### config.mk
export PLATFORM = sky130hd
export DESIGN_NAME = wb_prefetch
export DESIGN_NICKNAME = d
export VERILOG_FILES = /design/src/rtl/wb_prefetch.sv
export SDC_FILE = /design/constraint.sdc
export NUM_CORES = 1
export LEC_CHECK = 0
export ABC_AREA = 1
export BUFFER_PORTS_ARGS = -buffer_cell sky130_fd_sc_hd__buf_4
export CAP_MARGIN = 20
export CORE_UTILIZATION = 50
export DETAILED_ROUTE_END_ITERATION = 10
export PLACE_DENSITY_LB_ADDON = 0.1
export RECOVER_POWER = 25
export REMOVE_ABC_BUFFERS = 1
export SYNTH_ARGS = -nofsm -noshare
export SYNTH_HDL_FRONTEND = slang
export SYNTH_SLANG_ARGS = --single-unit
### constraint.sdc
create_clock -name clk_i -period 3.3 [get_ports clk_i]
set_input_delay 0.33 -clock clk_i [delete_from_list [all_inputs] [get_ports clk_i]]
set_output_delay 0.33 -clock clk_i [all_outputs]
set_load 0.1 [all_outputs]
### src/rtl/wb_prefetch.sv
// Wishbone halfword prefetch queue feeding the decode stage.
// Optional bus-error halt when PREFETCH_BUSERR_EN is defined.
module wb_prefetch #(
  parameter int          DEPTH_LOG2 = 2,
  parameter logic [31:0] RESET_PC   = 32'h0000_1000
) (
  input  logic        clk_i,
  input  logic        rst_i,
  output logic [31:0] wb_adr_o,
  input  logic [31:0] wb_dat_i,
  output logic [31:0] wb_dat_o,
  output logic        wb_we_o,
  output logic [1:0]  wb_sel_o,
  output logic        wb_tga_o,
  output logic        wb_stb_o,
  output logic        wb_cyc_o,
  input  logic        wb_ack_i,
`ifdef PREFETCH_BUSERR_EN
  input  logic        wb_err_i,
  output logic        err_o,
`endif
  input  logic        flush_i,
  input  logic [31:0] flush_addr_i,
  input  logic        rd_i,
  output logic        valid_o,
  output logic [15:0] insn_o,
  output logic [31:0] pc_o
);

  localparam int DEPTH = 1 << DEPTH_LOG2;
  localparam logic [DEPTH_LOG2:0] FULL =
    (DEPTH_LOG2+1)'(DEPTH);

`ifdef PREFETCH_BUSERR_EN
  typedef enum logic [1:0] {
    IDLE, FETCH, HALT
  } state_t;
`else
  typedef enum logic {
    IDLE, FETCH
  } state_t;
`endif

  state_t state_q, state_d;
  logic [31:0] adr_q, adr_d;
  logic [DEPTH_LOG2:0] cnt_q, cnt_d;
  logic [DEPTH_LOG2-1:0] wp_q, rp_q;
  logic [15:0] insn_mem [DEPTH];
  logic [31:0] pc_mem [DEPTH];
  logic stb, push, pop, bus_err;

`ifdef PREFETCH_BUSERR_EN
  logic err_q, err_d;
  assign bus_err = stb & wb_err_i;
  assign err_o   = err_q;
`else
  assign bus_err = 1'b0;
`endif

  assign stb  = (state_q == FETCH);
  assign push = stb & wb_ack_i & ~flush_i & ~bus_err;
  assign pop  = rd_i & (cnt_q != '0) & ~flush_i;

  always_comb begin
    state_d = state_q;
    adr_d   = adr_q;
    cnt_d   = cnt_q
            + {{DEPTH_LOG2{1'b0}}, push}
            - {{DEPTH_LOG2{1'b0}}, pop};
`ifdef PREFETCH_BUSERR_EN
    err_d = err_q;
`endif
    if (flush_i) begin
      state_d = IDLE;
      adr_d   = {flush_addr_i[31:1], 1'b0};
      cnt_d   = '0;
`ifdef PREFETCH_BUSERR_EN
      err_d   = 1'b0;
`endif
    end else begin
      unique case (state_q)
        IDLE: begin
          if (cnt_d < FULL) state_d = FETCH;
        end
        FETCH: begin
          if (bus_err) begin
`ifdef PREFETCH_BUSERR_EN
            state_d = HALT;
            err_d   = 1'b1;
`endif
          end else if (wb_ack_i) begin
            adr_d = adr_q + 32'd2;
            if (cnt_d == FULL) state_d = IDLE;
          end
        end
        default: state_d = state_q;
      endcase
    end
  end

  always_ff @(posedge clk_i or posedge rst_i) begin
    if (rst_i) begin
      state_q <= IDLE;
      adr_q   <= {RESET_PC[31:1], 1'b0};
      cnt_q   <= '0;
      wp_q    <= '0;
      rp_q    <= '0;
`ifdef PREFETCH_BUSERR_EN
      err_q   <= 1'b0;
`endif
    end else begin
      state_q <= state_d;
      adr_q   <= adr_d;
      cnt_q   <= cnt_d;
`ifdef PREFETCH_BUSERR_EN
      err_q   <= err_d;
`endif
      if (flush_i) begin
        wp_q <= '0;
        rp_q <= '0;
      end else begin
        if (push) wp_q <= wp_q + 1'b1;
        if (pop)  rp_q <= rp_q + 1'b1;
      end
    end
  end

  // Storage needs no reset: outputs are gated by valid_o.
  always_ff @(posedge clk_i) begin
    if (push) begin
      insn_mem[wp_q] <= wb_dat_i[15:0];
      pc_mem[wp_q]   <= adr_q;
    end
  end

  assign valid_o  = (cnt_q != '0);
  assign insn_o   = valid_o ? insn_mem[rp_q] : '0;
  assign pc_o     = valid_o ? pc_mem[rp_q] : '0;

  assign wb_adr_o = adr_q;
  assign wb_stb_o = stb;
  assign wb_cyc_o = stb;
  assign wb_dat_o = '0;
  assign wb_we_o  = 1'b0;
  assign wb_sel_o = 2'b11;
  assign wb_tga_o = 1'b0;

endmodule

Word-level counts from Yosys, hierarchy flattened:

Memory sizes are Yosys's and may differ from the RTL's.
Cells that the tools add are included.

* bitwise gates (word level): 6
* muxes and demuxes: 17
* order comparisons: 1
* reduce and logical (&&, ||, !) cells: 6
* eq/ne operators: 1
* add/subtract/negate cells: 5

Operators with widths (number)
* two-way mux 32 bit: 4
* adder 32 x 2 -> 32 bit (second input constant): 1
* two-way mux 16 bit: 1
* two-way mux 2 bit: 4
* nonzero test 2 bit: 4
* two-way mux 1 bit: 6
* adder 2 x 1 -> 2 bit (second input constant): 2
* bitwise AND 1 bit: 4
* adder 3 x 1 -> 3 bit: 1
* == test 3 bit (second input constant): 1
* < comparator 3 bit (second input constant): 1
* two-way mux 3 bit: 1
* nonzero test 3 bit: 1
* subtractor 3 x 1 -> 3 bit: 1
* NOT 1 bit: 2
* case mux 1 bit (2 select lines): 1
* AND reduction 2 bit: 1

* input port bits: 69
* word-level logic and storage cells: 43
* flip-flop bits (word level): 40
* memories: 2
* RAM bits: 192

Memory list
* pc_mem: words 4, bits a word 32, rd ports 1, clocked after memory_dff 0, write ports 1, RTL line 49 `logic [31:0] pc_mem [DEPTH];`
* insn_mem: words 4, bits a word 16, rd ports 1, clocked after memory_dff 0, write ports 1, RTL line 48 `logic [15:0] insn_mem [DEPTH];`

Logic depth before layout (Yosys ltp):

* word-level depth: 9
* gate-level depth with buffers: 14
* mapped depth without buffers: 14

Least setup slack after synthesis:

No wires, ideal clock.

* kind: register to register
* from: register state_q (netlist: wb_cyc_o)
* to: memory insn_mem[0][0] (enable)
* stages on the path, launching flop included: 6
* required time: 2.849 ns
* library setup time: 0.451 ns
* arrival time: 3.545 ns
* path slack: -0.697 ns
* cell sequence: dfrtp_1 > nand2_1 > inv_1 > nand2_1 > buf_2 > nor2_1

* word-level cells in the longest chain between the ends: 4

RTL lines
* start, declared: RTL line 44 `state_t state_q, state_d;`
* start signal, assigned: RTL line 112 `state_q <= state_d;`
* bitwise AND 1 bit (2 in a row): RTL line 61 `assign push = stb & wb_ack_i & ~flush_i & ~bus_err;`
* two-way mux 1 bit: RTL line 130 `if (push) begin`
* two-way mux 1 bit (implied by the code): RTL line 131 `insn_mem[wp_q] <= wb_dat_i[15:0];`
* end, declared: RTL line 48

No other way between the ends.

Final worst setup path:

* from: register rp_q[0]
* to: output pc_o[2]

* word-level cells in the longest chain between the ends: 2

RTL lines
* start, declared: RTL line 47 `logic [DEPTH_LOG2-1:0] wp_q, rp_q;`
* start signal, assigned: RTL line 123 `if (pop) rp_q <= rp_q + 1'b1;`
* memory read (4 x 32 bit)
* two-way mux 32 bit: RTL line 138 `assign pc_o = valid_o ? pc_mem[rp_q] : '0;`
* end, declared: RTL line 27 `output logic [31:0] pc_o`

No other way between the ends.

==> out/metrics.yaml <==
place_hpwl_um: 14700
fmax_mhz: 344
critPathLaunch: "rp_q[0]$_DFFE_PP0P_"
start_kind: "flop"
grt_pass1_vias: 6910
crit_path_end: "pc_o[2]"
start_util_pct: 50.9
r2r_cells: 14
fin_area_sq_mm: 0.0123
synth_top_flop_cell: "edfxtp_1"
wirelength_um: 23700
status: "finished, final reports clean"
numCtsBuffers: 24
min_path_type: "in -> reg"
worst-r2r-setup-slack_ns: 0.97
critical_path_peak_fanout: 49
layout_commonest_cell: "nor2_1"
drive_gt1_share_pct: 16.9
fin_crit_sh_pct: 88.2
track_usage_pct: 22.7
final_cell_mix: "235 x nor2_1, 188 x edfxtp_1, 160 x nand2_1"
synth_area_sq_mm: 0.0103
ioPinCount: 188
h-tree-depth: 1
yosysWarnings: 0
max-vdd-ir-drop_mv: 0.705
fin_crit_ns: 2.91
grt_pass1_wl_um: 37300
synth.ff_latch_count: 227
synth_edf_count: 188
place_area_sq_mm: 0.0115
nets: 1236
port_buffers: 132
drt_iter0_markers: 416
r2r-end: "wb_cyc_o$_DFF_PP0_"
drt-wirelength-per-cell_um: 16.4
drv_slew: 0
gp_congestion: 0.861
endpoint_kind: "output port"
ctsHoldBuffers: 14
cts_resized: 0
required_ns: 2.97
syn_avg_cell_area_sq_um: 10.2
slew_headroom_pct: 51.8
vias: 7289
grt_antenna_before_repair: 0
yosys.cell_types.count: 32
final_antenna_net_count: 0
fin_total_pwr_uw: 11500
cts.sinks: 227
power_density_mw_per_mm2: 932
coreArea_sq_mm: 0.0202
drc: 0
leakage_uw: 0.00485
cts_tree: "done"
path_clk_slew_ns: 0.06
async_flop_share_pct: 17.2
post_cts_buffers: 0
rows: 52
setup-violations-final: 0
dieArea_sq_mm: 0.0211
die_height_um: 145
grt_max_degree: 50
rsz0062_at_grt: "no"
worstMarginPinSlew_ns: 0.722
n_antenna_cell: 0
syn_inst: 1012
grt_overflow_total: 0
place_inst: 1387
skew_ns: 0.0135
cts_root_buf: "clkbuf_16"
synth_seq_area_share_pct: 64.4
cts_buffer_depth: 3
critPathKind: "reg -> out"
final_cells: 1447
fp.dieW_um: 145
fin_hold_ws_ns: 0.0296
drt_first_pass_iters: 4
finalHoldViolCount: 0
area_growth_syn_to_layout_pct: 19.8
clk_latency_ns: 0.52
cap_violations: 0
viasPerCell: 5.04
crit_arrival_ns: 2.58
r2r-start: "cnt_q[1]$_DFF_PP0_"
## synthesized netlist by cell type, types with 3 or more instances
cell      number  area share, %
nor2_2         6           0.37
xnor2_1        6           0.51
inv_1         50            1.8
xor2_1         8           0.68
clkbuf_1      18           0.66
buf_1          4           0.15
o21ai_1        3           0.15
nor2_1       239            8.7
a21oi_1       51            2.5
nand2_1      160            5.8
o21ai_0      105            5.1
nand3_1       38            1.9
buf_2         20           0.97
buf_4         41            3.0
o211ai_1       6           0.44
nor2_4         5           0.55
dfrtp_1       38            9.3
edfxtp_1     188             55
ha_1           7           0.85
## per-layer routing
layer	vias up	global-route usage [%]	share of wire, %
met5	-	0	0
met3	40	2.88	4.5
met2	186	39.2	50
met1	3447	30.4	43
li1	3616	-	-
met4	0	6.26	2.5
## worst max-delay path, cell delays in order, from the launching register on
cell and delay [ns]:
dfrtp_4 0.70, inv_2 0.37, buf_4 0.29, o21ai_0 0.13
a21oi_1 0.21, buf_4 0.33
## where the power goes
part / switching (uW) / total, uW / leakage, uW / internal, uW
clock: 1040 / 2530 / 0.000367 / 1490
sequential: 326 / 3710 / 0.00218 / 3380
combinational: 4270 / 5240 / 0.00230 / 968
## state kept, by name, summed over array words and instances (netlist names)
signal    cells
cnt_q         3
pc_mem      124
wb_adr_o     31
wb_cyc_o      1
wp_q          2
rp_q          2
insn_mem     64
## worst min-delay path by stage
stage | start | to | slack, ns | cells past startpoint
final | flush_addr_i[31] | wb_adr_o[31]$_DFFE_PP0P_ | 0.03 | 3
after global routing | flush_addr_i[13] | wb_adr_o[13]$_DFFE_PP0P_ | 0.04 | 3
after CTS | wb_dat_i[13] | insn_mem[1][13]$_DFFE_PP_ | 0.002 | 1
after detailed placement | wb_dat_i[12] | insn_mem[0][12]$_DFFE_PP_ | 0.53 | 1
after global placement | wb_dat_i[4] | insn_mem[3][4]$_DFFE_PP_ | 0.53 | 1
after floorplan | flush_i | cnt_q[0]$_DFF_PP0_ | 0.40 | 1
## cell type report
type | instances | area [sq um]
Clock inverter | 9 | 81.3
Timing Repair Buffer | 170 | 1290
Fill cell | 1732 | 7850
Clock buffer | 35 | 672
Tap cell | 270 | 338
Multi-Input combinational cell | 685 | 3120
Sequential cell | 227 | 6630
Inverter | 51 | 191
## kinds of logic after synthesis
logic type	share of synthesized area, %
compound gates	8.33
simple gates	18.1
buf+inv	6.85
flops	64.4
fa+ha+maj	1.05
other cells	0.0731
xor+xnor	1.19
## stage by stage
step                setup TNS [ns]  worst slack (ns)  utilization (%)
floorplan                  -331.17             -1.42                -
global placement                 0             0.917             56.8
detailed placement               0             0.911             56.8
CTS                              0             0.361             61.2
global route                     0             0.214             61.1
finish                           0             0.390             61.1
No activity file was read; power rests on OpenSTA's default activity.
